==> src/rtl/status_reg.sv <==
// 6502 processor status register: ALU flag capture, flag instructions, PLP/RTI load,
// push byte, boundary-latched IRQ mask and NMI edge detect. STATUS_CMOS_DCLR_EN: INT_ACK also clears D.
module status_reg #(
  parameter logic [7:0] RESET_P  = 8'h24,
  parameter int         NMI_SYNC = 2
) (
  input  logic       CLK,
  input  logic       RST,
  input  logic [7:0] ALU_FLAG,
  input  logic [7:0] ALU_MASK,
  input  logic [3:0] FLAG_CTRL,
  input  logic [7:0] DATA_IN,
  input  logic       PUSH_BRK,
  input  logic       INT_ACK,
  input  logic       SYNC,
  input  logic       IRQ_N,
  input  logic       NMI_N,
  input  logic       NMI_ACK,
  output logic [7:0] FLAG,
  output logic [7:0] PUSH_DATA,
  output logic       IRQ_PENDING,
  output logic       NMI_PENDING
);

  localparam int B_C = 0, B_Z = 1, B_I = 2, B_D = 3, B_B = 4, B_5 = 5, B_V = 6;

  typedef enum logic [3:0] {
    CT_NOP = 4'd0, CT_SEC = 4'd1, CT_CLC = 4'd2, CT_SEI = 4'd3, CT_CLI = 4'd4,
    CT_SED = 4'd5, CT_CLD = 4'd6, CT_CLV = 4'd7, CT_PULL = 4'd8
  } flag_ctrl_e;

  localparam logic [7:0] RST_VAL = (RESET_P | 8'h20) & 8'hEF;

  logic [7:0]          p_q, p_d;
  logic                imask_q;
  logic [NMI_SYNC-1:0] irq_sync_q, nmi_sync_q;
  logic                nmi_prev_q;
  logic                irq_s, nmi_s, nmi_edge;

  // Flag next-state: ALU merge, then flag op, then INT_ACK, with PULL overriding everything.
  always_comb begin
    p_d = (p_q & ~ALU_MASK) | (ALU_FLAG & ALU_MASK);
    case (flag_ctrl_e'(FLAG_CTRL))
      CT_SEC:  p_d[B_C] = 1'b1;
      CT_CLC:  p_d[B_C] = 1'b0;
      CT_SEI:  p_d[B_I] = 1'b1;
      CT_CLI:  p_d[B_I] = 1'b0;
      CT_SED:  p_d[B_D] = 1'b1;
      CT_CLD:  p_d[B_D] = 1'b0;
      CT_CLV:  p_d[B_V] = 1'b0;
      default: ;
    endcase
    if (INT_ACK) begin
      p_d[B_I] = 1'b1;
`ifdef STATUS_CMOS_DCLR_EN
      p_d[B_D] = 1'b0;
`else
      p_d[B_D] = p_d[B_D];
`endif
    end
    if (FLAG_CTRL == CT_PULL) p_d = DATA_IN;
    p_d[B_5] = 1'b1;
    p_d[B_B] = 1'b0;
  end

  always_ff @(posedge CLK or posedge RST) begin
    if (RST) p_q <= RST_VAL;
    else     p_q <= p_d;
  end

  assign FLAG      = p_q;
  assign PUSH_DATA = {p_q[7:6], 1'b1, PUSH_BRK, p_q[3:0]};

  // Synchronizer chains, idle-high so reset never looks like an edge.
  always_ff @(posedge CLK or posedge RST) begin
    if (RST) begin
      irq_sync_q <= '1;
      nmi_sync_q <= '1;
    end else begin
      irq_sync_q[0] <= IRQ_N;
      nmi_sync_q[0] <= NMI_N;
      for (int i = 1; i < NMI_SYNC; i++) begin
        irq_sync_q[i] <= irq_sync_q[i-1];
        nmi_sync_q[i] <= nmi_sync_q[i-1];
      end
    end
  end

  assign irq_s    = irq_sync_q[NMI_SYNC-1];
  assign nmi_s    = nmi_sync_q[NMI_SYNC-1];
  assign nmi_edge = nmi_prev_q & ~nmi_s;

  // IMASK samples I only at instruction boundaries, giving the 6502's one-instruction IRQ lag.
  always_ff @(posedge CLK or posedge RST) begin
    if (RST) begin
      imask_q     <= 1'b1;
      IRQ_PENDING <= 1'b0;
      nmi_prev_q  <= 1'b1;
      NMI_PENDING <= 1'b0;
    end else begin
      if (SYNC) imask_q <= p_q[B_I];
      IRQ_PENDING <= ~irq_s & ~imask_q;
      nmi_prev_q  <= nmi_s;
      NMI_PENDING <= nmi_edge | (NMI_PENDING & ~NMI_ACK);
    end
  end

  initial begin : p_param_chk
  end

endmodule

==> config.mk <==
export PLATFORM = sky130hd
export DESIGN_NAME = status_reg
export DESIGN_NICKNAME = d
export VERILOG_FILES = /design/src/rtl/status_reg.sv
export SDC_FILE = /design/constraint.sdc
export NUM_CORES = 1
export LEC_CHECK = 0
export ABC_AREA = 1
export CORE_MARGIN = 1
export CORE_UTILIZATION = 36
export DETAILED_ROUTE_END_ITERATION = 16
export PLACE_DENSITY = 0.84
export SYNTH_ARGS = -nofsm -noshare
export SYNTH_HDL_FRONTEND = slang
export SYNTH_SLANG_ARGS = --single-unit
==> constraint.sdc <==
create_clock -name CLK -period 1.72 [get_ports CLK]
set_clock_uncertainty 0.05 [all_clocks]
set_input_delay 0.172 -clock CLK [delete_from_list [all_inputs] [get_ports CLK]]
set_output_delay 0.172 -clock CLK [all_outputs]
set_load 0.01 [all_outputs]
# Word-level counts from Yosys, hierarchy flattened
# Index checks and enable logic that the tools add are counted.
# op_classes
n_eq_ne	8
n_mux	6
n_bitwise	12
# op_table
cell	n
8-bit AND	2
4-bit by 3-bit == test with 1-bit output (second input constant)	4
4-bit by 2-bit == test with 1-bit output (second input constant)	2
8-bit two-way mux	1
8-bit NOT	1
8-bit bitwise OR	1
1-bit one-hot mux with 2 select lines	3
4-bit by 1-bit == test with 1-bit output (second input constant)	1
4-bit == test (second input constant)	1
1-bit NOT	4
1-bit AND	3
1-bit two-way mux	2
1-bit bitwise OR	1
# word_totals
register_bits	14
input_bits	36
out_inout_bits	18
elab_cells	33

# Depth between registers and ports, before layout
# Gate-level depths: netlist of run 1.
# logic_depth
word_depth	6
mapped_depth	7
mapped_depth_nobuf	7

# Worst setup path before layout of run 1
# Ideal clock, no wire load.
# synth_timing
kind	register -> register
from	reg p_q[2], in the netlist FLAG[2]
to	reg p_q[2], in the netlist FLAG[2]
setup_time_ns	0.060
arrival_ns	0.825
setup_slack_ns	0.785
stages_incl_launch_ff	7
n_path_buf	0
period_less_slack_ns	0.935
cell_sequence	dfstp_2 nand2_1 nand2_1 nand2_1 nand2_1 nand2_1 nand2_1
# synth_between
elab_chain_len	5
# synth_lines
element	line	source
start, declared	34	logic [7:0] p_q, p_d;
start signal, assigned	68	else p_q <= p_d;
8-bit AND	42	p_d = (p_q & ~ALU_MASK) | (ALU_FLAG & ALU_MASK);
8-bit bitwise OR	42	
1-bit one-hot mux with 2 select lines	43	case (flag_ctrl_e'(FLAG_CTRL))
1-bit two-way mux	53	if (INT_ACK) begin
8-bit two-way mux	61	if (FLAG_CTRL == CT_PULL) p_d = DATA_IN;
named net p_d[2]	34	
# The timed path passes the listed nets, and every way through them passes these cells.
# A chain may end at the register's enable or synchronous reset.

# Worst setup path in the final report of run 1
# layout_timing
from	reg p_q[2], in the netlist FLAG[2]
to	out PUSH_DATA[2]
# layout_lines
element	line	source
end, declared	20	output logic [7:0] PUSH_DATA,
# No word-level cell between the ends.

==> reports/summary.txt, run 1 <==
nets@finish - 168
GP Congestion - 0.7229
Final ANT Viol Nets - 0
Tcrit/Tclk final - 0.9273
Rows - 16
leading cell types in the layout, fill and taps excluded - 42 x clkdlybuf4s50_1, 24 x nand2_1, 14 x inv_1
max cap viols - 0
vias in the first global route - 649
worst slew pin tran - 0.5042 ns
cts hold-fix bufs - 0
Achievable Freq - 627.0 MHz
HP Class - in -> async
Reg2Reg Depth - 4
synthesized cell area - 743.2 µm²
power share of the sequential group - 0.454
RR Endpoint - FLAG[6]
Clock Pin Slew Worst Setup and Hold Paths - 0.08 ns
CTS Root Cell - clkbuf_4
placed cell area - 1126 µm²
r2r setup slk - 0.76 ns
port bufs - 42
status - completed
setup repair bufs after CTS - 0
# IOs - 54
highest routed metal layer - met3
Slew Viols, Final - 0
routed len/inst - 9.506 µm
design area - 1162 µm²
Synth Warn # - 0
Hold Fails Final Rpt - 0
WHS - 0.1770 ns
Overall Global Routing Usage - 0.1610
Fin Setup TNS - 0 ns
total global routing overflow - 0
H-tree depth - 1
combinational share of power - 0.268
Switching Share - 0.2483
sequential share of the synthesized area - 0.4832
Residual DRC - 0
minimum clock period - 1.595 ns
clock sink count - 14
Crit-path slowest cell - dfstp_2
CP top delay family - flip-flops
r2r startpoint - FLAG[6]
Relative slew margins - 0.6635
antenna violations before repair - 0
first-pass GRT wire length - 2.463 mm
number of diodes - 0
CTS tree - built
Die Ht - 47.44 µm
CP max stage delay - 0.56 ns
Netlist cell types - 14
clk buf depth - 2
pin count of the biggest net entering global routing - 15
Gate Count Post-Synth - 94
crit path kind - reg -> out
Via density - 4.120
post-cts sizing count - 0
Die ar. - 2250 µm²
layout cells sized above 1 - 0.1298
# setup viols final - 0
DR vias - 651
dpl hpwl - 1.258 mm
core box area - 1942 µm²
met2 routed WL - 802 µm
Worst Setup End Kind - primary output
CP bufs+invs - 1
Die X - 47.44 µm
syn_area_per_cell - 7.907 µm²
met3 wire len - 133 µm
Net Switching - 0.2097 mW
clock group share of total power - 0.278
most common cell after layout, fill and taps aside - clkdlybuf4s50_1
Clock Latency Late Sink - 0.28 ns
DR iter-0 viols - 10
P_leak - 0.5448 nW
worst vdd rail ir drop - 468.5 µV
internal power - 0.6348 mW
Yosys reg bits - 14
WL met1 - 566 µm
unrepaired setup endpoints after global routing - no
worst-path maximum fanout - 4
P&R area growth vs syn - 56.40%
first drt pass iteration count - 4
power density over the cells - 726.6 nW/µm²
WP data arrival - 1.37 ns
Initial Util - 0.3827
total CTS buffers - 3
Data required, critical path - 1.50 ns
Worst setup SP type - flip-flop
crit-path cells - clkdlybuf4s50_1
Routed WL - 1.502 mm
how the worst max path moves through the flow:
stage | from | to | slack, ns | cells after the start
global placement | FLAG_CTRL[3] | flip-flop | 0.36 | 6
global route | FLAG[2] | PUSH_DATA[2] | 0.08 | 1
detailed placement | FLAG_CTRL[3] | flip-flop | 0.32 | 6
finish | FLAG[2] | PUSH_DATA[2] | 0.13 | 1
floorplan | FLAG[2] | FLAG[2] | 0.78 | 6
CTS | FLAG[2] | PUSH_DATA[2] | 0.11 | 1
through the flow:
stage | std cells | setup slack (ns) | utilization | power, mW
6_report | 158 | 0.1251 | 0.5986 | 0.8446
5_1_grt | 158 | 0.08205 | 0.5986 | 0.8975
2_1_floorplan | 95 | 0.7845 | - | 0.4945
3_3_place_gp | 154 | 0.3552 | 0.5799 | 0.6109
4_1_cts | 158 | 0.1067 | 0.5986 | 0.8564
3_5_place_dp | 154 | 0.3206 | 0.5799 | 0.6178
final cells by class:
type / count / area, µm²
clock buffers: 4 / 36.28
fillers: 189 / 779.5
inverters: 16 / 60.06
multi-input cells: 55 / 252.7
flip-flops and latches: 14 / 359.1
well taps: 27 / 33.78
repair buffers: 42 / 420.4
power by group through the flow:
stage	Sequential, mW	Combinational (mW)	Clock (mW)
floorplan	0.398	0.0964	0
global placement	0.388	0.223	0
detailed placement	0.389	0.228	0
CTS	0.384	0.229	0.243
global route	0.388	0.250	0.260
finish	0.383	0.226	0.235
routing by layer:
metal / up-vias / global-route usage
met5: - / 0
met4: 0 / 0.05143
met3: 0 / 0.04528
met2: 30 / 0.3205
met1: 279 / 0.1563
li1: 342 / -
cells in the mapped netlist:
library cell | number | share of area
dfrtp_1 | 7 | 0.24
conb_1 | 2 | 0.010
buf_4 | 10 | 0.10
inv_2 | 2 | 0.010
nand2_2 | 2 | 0.017
o22ai_1 | 1 | 0.0084
o21ai_0 | 9 | 0.061
dfstp_2 | 7 | 0.25
nand2_1 | 24 | 0.12
a21oi_1 | 3 | 0.020
nor2_8 | 1 | 0.027
nor2_1 | 11 | 0.056
mux2_2 | 1 | 0.015
inv_1 | 14 | 0.071
logic make-up after synthesis:
| group | share of synthesized area |
|---|---|
| other cells | 0.01010 |
| compound gates | 0.08922 |
| simple gates | 0.2205 |
| flops | 0.4832 |
| buf+inv | 0.1818 |
| mux | 0.01515 |
Power figures use the tool's default switching activity.
==> inputs of run 2 (changes only) <==
--- a/config.mk
+++ b/config.mk
@@ -6,10 +6,12 @@
 export NUM_CORES = 1
 export LEC_CHECK = 0
 export ABC_AREA = 1
+export CELL_PAD_IN_SITES_DETAIL_PLACEMENT = 0
+export CELL_PAD_IN_SITES_GLOBAL_PLACEMENT = 2
 export CORE_MARGIN = 1
-export CORE_UTILIZATION = 36
+export CORE_UTILIZATION = 18
 export DETAILED_ROUTE_END_ITERATION = 16
-export PLACE_DENSITY = 0.84
+export PLACE_DENSITY_LB_ADDON = 0.1
 export SYNTH_ARGS = -nofsm -noshare
 export SYNTH_HDL_FRONTEND = slang
 export SYNTH_SLANG_ARGS = --single-unit
==> reports/summary.txt, run 2 (synthesis results as in run 1) <==
Slew Viols, Final - 0 (unchanged)
core box area - 3799 µm² (was 1942 µm²)
WP data arrival - 1.32 ns (was 1.37 ns)
# IOs - 54 (unchanged)
antenna violations before repair - 0 (unchanged)
Die ar. - 4390 µm² (was 2250 µm²)
Via density - 3.587 (was 4.120)
port bufs - 42 (unchanged)
worst slew pin tran - 0.5452 ns (was 0.5042 ns)
GP Congestion - 0.6503 (was 0.7229)
total CTS buffers - 3 (unchanged)
worst-path maximum fanout - 4 (unchanged)
Achievable Freq - 648.0 MHz (was 627.0 MHz)
Rows - 22 (was 16)
post-cts sizing count - 0 (unchanged)
Routed WL - 1.761 mm (was 1.502 mm)
clock sink count - 14 (unchanged)
Final Util - 0.3179 (was 0.5986)
CTS tree - built (unchanged)
setup repair bufs after CTS - 0 (unchanged)
CP bufs+invs - 1 (unchanged)
first-pass GRT wire length - 2.822 mm (was 2.463 mm)
number of diodes - 0 (unchanged)
leading cell types in the layout, fill and taps excluded - 42 x clkdlybuf4s50_1, 24 x nand2_1, 14 x inv_1 (unchanged)
Relative slew margins - 0.6361 (was 0.6635)
clk buf depth - 2 (unchanged)
crit-path cells - clkdlybuf4s50_1 (unchanged)
Hold Fails Final Rpt - 0 (unchanged)
most common cell after layout, fill and taps aside - clkdlybuf4s50_1 (unchanged)
Reg2Reg Depth - 6 (was 4)
status - completed (unchanged)
vias in the first global route - 638 (was 649)
CP max stage delay - 0.55 ns (was 0.56 ns)
Die X - 66.26 µm (was 47.44 µm)
Worst Setup End Kind - primary output (unchanged)
minimum clock period - 1.543 ns (was 1.595 ns)
DR vias - 642 (was 651)
crit path kind - reg -> out (unchanged)
HP Class - in -> async (unchanged)
total global routing overflow - 0 (unchanged)
cts hold-fix bufs - 0 (unchanged)
power density over the cells - 764.6 nW/µm² (was 726.6 nW/µm²)
CTS Root Cell - clkbuf_8 (was clkbuf_4)
CP top delay family - flip-flops (unchanged)
r2r setup slk - 0.75 ns (was 0.76 ns)
layout cells sized above 1 - 0.1298 (unchanged)
dpl hpwl - 1.430 mm (was 1.258 mm)
Data required, critical path - 1.50 ns (about the same)
placed cell area - 1152 µm² (was 1126 µm²)
Residual DRC - 0 (unchanged)
max cap viols - 0 (unchanged)
routed len/inst - 9.838 µm (was 9.506 µm)
nets@finish - 168 (unchanged)
total power - 0.9232 mW (was 0.8446 mW)
Tcrit/Tclk final - 0.8973 (was 0.9273)
r2r startpoint - FLAG[2] (was FLAG[6])
P&R area growth vs syn - 62.46% (was 56.40%)
RR Endpoint - FLAG[2] (was FLAG[6])
Overall Global Routing Usage - 0.08547 (was 0.1610)
# setup viols final - 0 (unchanged)
Clock Latency Late Sink - 0.24 ns (was 0.28 ns)
P_leak - 0.5525 nW (was 0.5448 nW)
Stages on worst setup path - 1 (unchanged)
Fin Setup TNS - 0 ns (unchanged)
Die Ht - 66.26 µm (was 47.44 µm)
unrepaired setup endpoints after global routing - no (unchanged)
worst vdd rail ir drop - 226.3 µV (was 468.5 µV)
Final ANT Viol Nets - 0 (unchanged)
pin count of the biggest net entering global routing - 15 (unchanged)
Worst setup SP type - flip-flop (unchanged)
first drt pass iteration count - 4 (unchanged)
Crit-path slowest cell - dfstp_2 (unchanged)
Clock Pin Slew Worst Setup and Hold Paths - 0.06 ns (was 0.08 ns)
H-tree depth - 1 (unchanged)
Initial Util - 0.1957 (was 0.3827)
DR iter-0 viols - 18 (was 10)
design area - 1207 µm² (was 1162 µm²)
-- run 2: cell counts in the layout (fill, tap and decap cells not counted) --
No cell type changed its count.
-- run 2: worst max-delay path by stage --
stage                         to  slack (ns)          from
global route        PUSH_DATA[2]        0.13       FLAG[2]
detailed placement     flip-flop        0.32  FLAG_CTRL[3]
global placement       flip-flop        0.33  FLAG_CTRL[3]
floorplan                FLAG[2]        0.78       FLAG[2]
finish                   FLAG[2]        0.18       FLAG[2]
CTS                 PUSH_DATA[2]        0.16       FLAG[2]
-- run 2: layout make-up --
type	instances	area [µm²]
Inverter	16	60.06
Fill cell	415	2591
Timing Repair Buffer	42	420.4
Sequential cell	14	359.1
Clock buffer	4	55.05
Multi-Input combinational cell	55	252.7
Tap cell	48	60.06
-- run 2: report_power, final --
group,switching [mW],internal (mW)
Sequential,0.0177,0.368
Combinational,0.0866,0.139
Clock,0.110,0.202
-- run 2: layer usage --
| layer | GRT usage | wire, µm |
|---|---|---|
| met1 | 0.1020 | 758 |
| met2 | 0.1480 | 857 |
| met5 | 0 | 0 |
| met4 | 0.04255 | 26 |
| met3 | 0.01207 | 119 |
-- run 2: stage by stage --
step / worst slack (ns) / hold WS (ns) / std cells
6_report: 0.1767 / 0.2273 / 179
3_3_place_gp: 0.3339 / 0.2941 / 175
5_1_grt: 0.1306 / 0.2825 / 179
4_1_cts: 0.1566 / 0.2479 / 179
3_5_place_dp: 0.3207 / 0.2941 / 175
2_1_floorplan: 0.7845 / 0.006210 / 95
==> inputs of run 3 (changes only) <==
--- a/config.mk
+++ b/config.mk
@@ -11,7 +11,7 @@
 export CORE_MARGIN = 1
 export CORE_UTILIZATION = 18
 export DETAILED_ROUTE_END_ITERATION = 16
-export PLACE_DENSITY_LB_ADDON = 0.1
+export PLACE_DENSITY = 0.87
 export SYNTH_ARGS = -nofsm -noshare
 export SYNTH_HDL_FRONTEND = slang
 export SYNTH_SLANG_ARGS = --single-unit
==> reports/summary.txt, run 3 (synthesis results as in run 1) <==
status - completed (unchanged)
Fin Setup TNS - 0 ns (unchanged)
Data required, critical path - 1.50 ns (about the same)
GP Congestion - 0.6691 (was 0.6503)
CP bufs+invs - 1 (unchanged)
Overall Global Routing Usage - 0.07726 (was 0.08547)
Initial Util - 0.1957 (unchanged)
number of diodes - 0 (unchanged)
Rows - 22 (unchanged)
clock sink count - 14 (unchanged)
crit path kind - reg -> out (unchanged)
total global routing overflow - 0 (unchanged)
worst setup path start - FLAG[2] (unchanged)
Final ANT Viol Nets - 0 (unchanged)
Clock Latency Late Sink - 0.24 ns (about the same)
Hold Fails Final Rpt - 0 (unchanged)
crit-path cells - clkdlybuf4s50_1 (unchanged)
port bufs - 42 (unchanged)
nets@finish - 168 (unchanged)
Crit-path slowest cell - dfstp_2 (unchanged)
fill cell count - 402 (was 415)
first drt pass iteration count - 4 (unchanged)
HP Class - in -> async (unchanged)
Achievable Freq - 641.6 MHz (was 648.0 MHz)
H-tree depth - 1 (unchanged)
DR vias - 650 (was 642)
routed len/inst - 9.162 µm (was 9.838 µm)
most common cell after layout, fill and taps aside - clkdlybuf4s50_1 (unchanged)
Via density - 3.631 (was 3.587)
CP top delay family - flip-flops (unchanged)
core box area - 3799 µm² (unchanged)
Die X - 66.26 µm (unchanged)
max cap viols - 0 (unchanged)
dpl hpwl - 1.350 mm (was 1.430 mm)
first-pass GRT wire length - 2.566 mm (was 2.822 mm)
Die ar. - 4390 µm² (unchanged)
setup repair bufs after CTS - 0 (unchanged)
Reg2Reg Depth - 6 (unchanged)
Relative slew margins - 0.6523 (was 0.6361)
clk buf depth - 2 (unchanged)
layout cells sized above 1 - 0.1298 (unchanged)
DR iter-0 viols - 21 (was 18)
pin count of the biggest net entering global routing - 15 (unchanged)
Tcrit/Tclk final - 0.9061 (was 0.8973)
CTS Root Cell - clkbuf_8 (unchanged)
final setup margin - 0.1615 ns (was 0.1767 ns)
minimum clock period - 1.559 ns (was 1.543 ns)
leading cell types in the layout, fill and taps excluded - 42 x clkdlybuf4s50_1, 24 x nand2_1, 14 x inv_1 (unchanged)
worst-path maximum fanout - 4 (unchanged)
post-cts sizing count - 0 (unchanged)
Die Ht - 66.26 µm (unchanged)
r2r startpoint - FLAG[2] (unchanged)
total CTS buffers - 3 (unchanged)
worst slew pin tran - 0.5210 ns (was 0.5452 ns)
Worst Setup End Kind - primary output (unchanged)
Worst setup SP type - flip-flop (unchanged)
Clock Pin Slew Worst Setup and Hold Paths - 0.06 ns (about the same)
# setup viols final - 0 (unchanged)
# IOs - 54 (unchanged)
unrepaired setup endpoints after global routing - no (unchanged)
CTS tree - built (unchanged)
worst vdd rail ir drop - 235.4 µV (was 226.3 µV)
P&R area growth vs syn - 62.46% (unchanged)
antenna violations before repair - 0 (unchanged)
Routed WL - 1.640 mm (was 1.761 mm)
Slew Viols, Final - 0 (unchanged)
RR Endpoint - FLAG[2] (unchanged)
vias in the first global route - 644 (was 638)
WP data arrival - 1.34 ns (was 1.32 ns)
Residual DRC - 0 (unchanged)
CP max stage delay - 0.56 ns (was 0.55 ns)
P_leak - 0.5525 nW (unchanged)
cts hold-fix bufs - 0 (unchanged)
DP Worst Slack - 0.3237 ns (was 0.3207 ns)
power density over the cells - 764.8 nW/µm² (was 764.6 nW/µm²)
r2r setup slk - 0.75 ns (about the same)
[run 3: cell counts in the layout (fill, tap and decap cells not counted)]
No cell type changed its count.
[run 3: worst max-delay path by stage]
stage / endpoint / depth (start not counted)
floorplan: FLAG[2] / 6
global placement: flip-flop / 6
detailed placement: flip-flop / 6
CTS: FLAG[2] / 1
global route: PUSH_DATA[2] / 1
finish: FLAG[2] / 1
[run 3: final cells by class]
cell class	instances	area, µm²	area share
Timing Repair Buffer	42	420.4	0.3482
Sequential cell	14	359.1	0.2974
Multi-Input combinational cell	55	252.7	0.2093
Inverter	16	60.06	0.04974
Tap cell	48	60.06	0.04974
Clock buffer	4	55.05	0.04560
[run 3: power breakdown]
| group | switching, mW | total [mW] | leakage (nW) | internal (mW) |
|---|---|---|---|---|
| clock | 0.109 | 0.311 | 0.0288 | 0.202 |
| sequential | 0.0181 | 0.386 | 0.158 | 0.368 |
| combinational | 0.0868 | 0.226 | 0.366 | 0.139 |
[run 3: layer usage]
metal | wire, µm | track usage | up-vias
met4 | 17 | 0.03191 | 0
li1 | - | - | 341
met2 | 777 | 0.1365 | 30
met5 | 0 | 0 | -
met3 | 131 | 0.01207 | 2
met1 | 714 | 0.09186 | 277
[run 3: per-stage QoR]
step | area (µm²) | hold WS [ns] | utilization | total power, mW | cells
CTS | 1207 | 0.2480 | 0.3179 | 0.9390 | 179
detailed placement | 1152 | 0.2942 | 0.3034 | 0.6210 | 175
global route | 1207 | 0.2835 | 0.3179 | 0.9781 | 179
finish | 1207 | 0.2278 | 0.3179 | 0.9234 | 179
global placement | 1152 | 0.2942 | 0.3034 | 0.6174 | 175
floorplan | 747.0 | 0.006210 | - | 0.4945 | 95
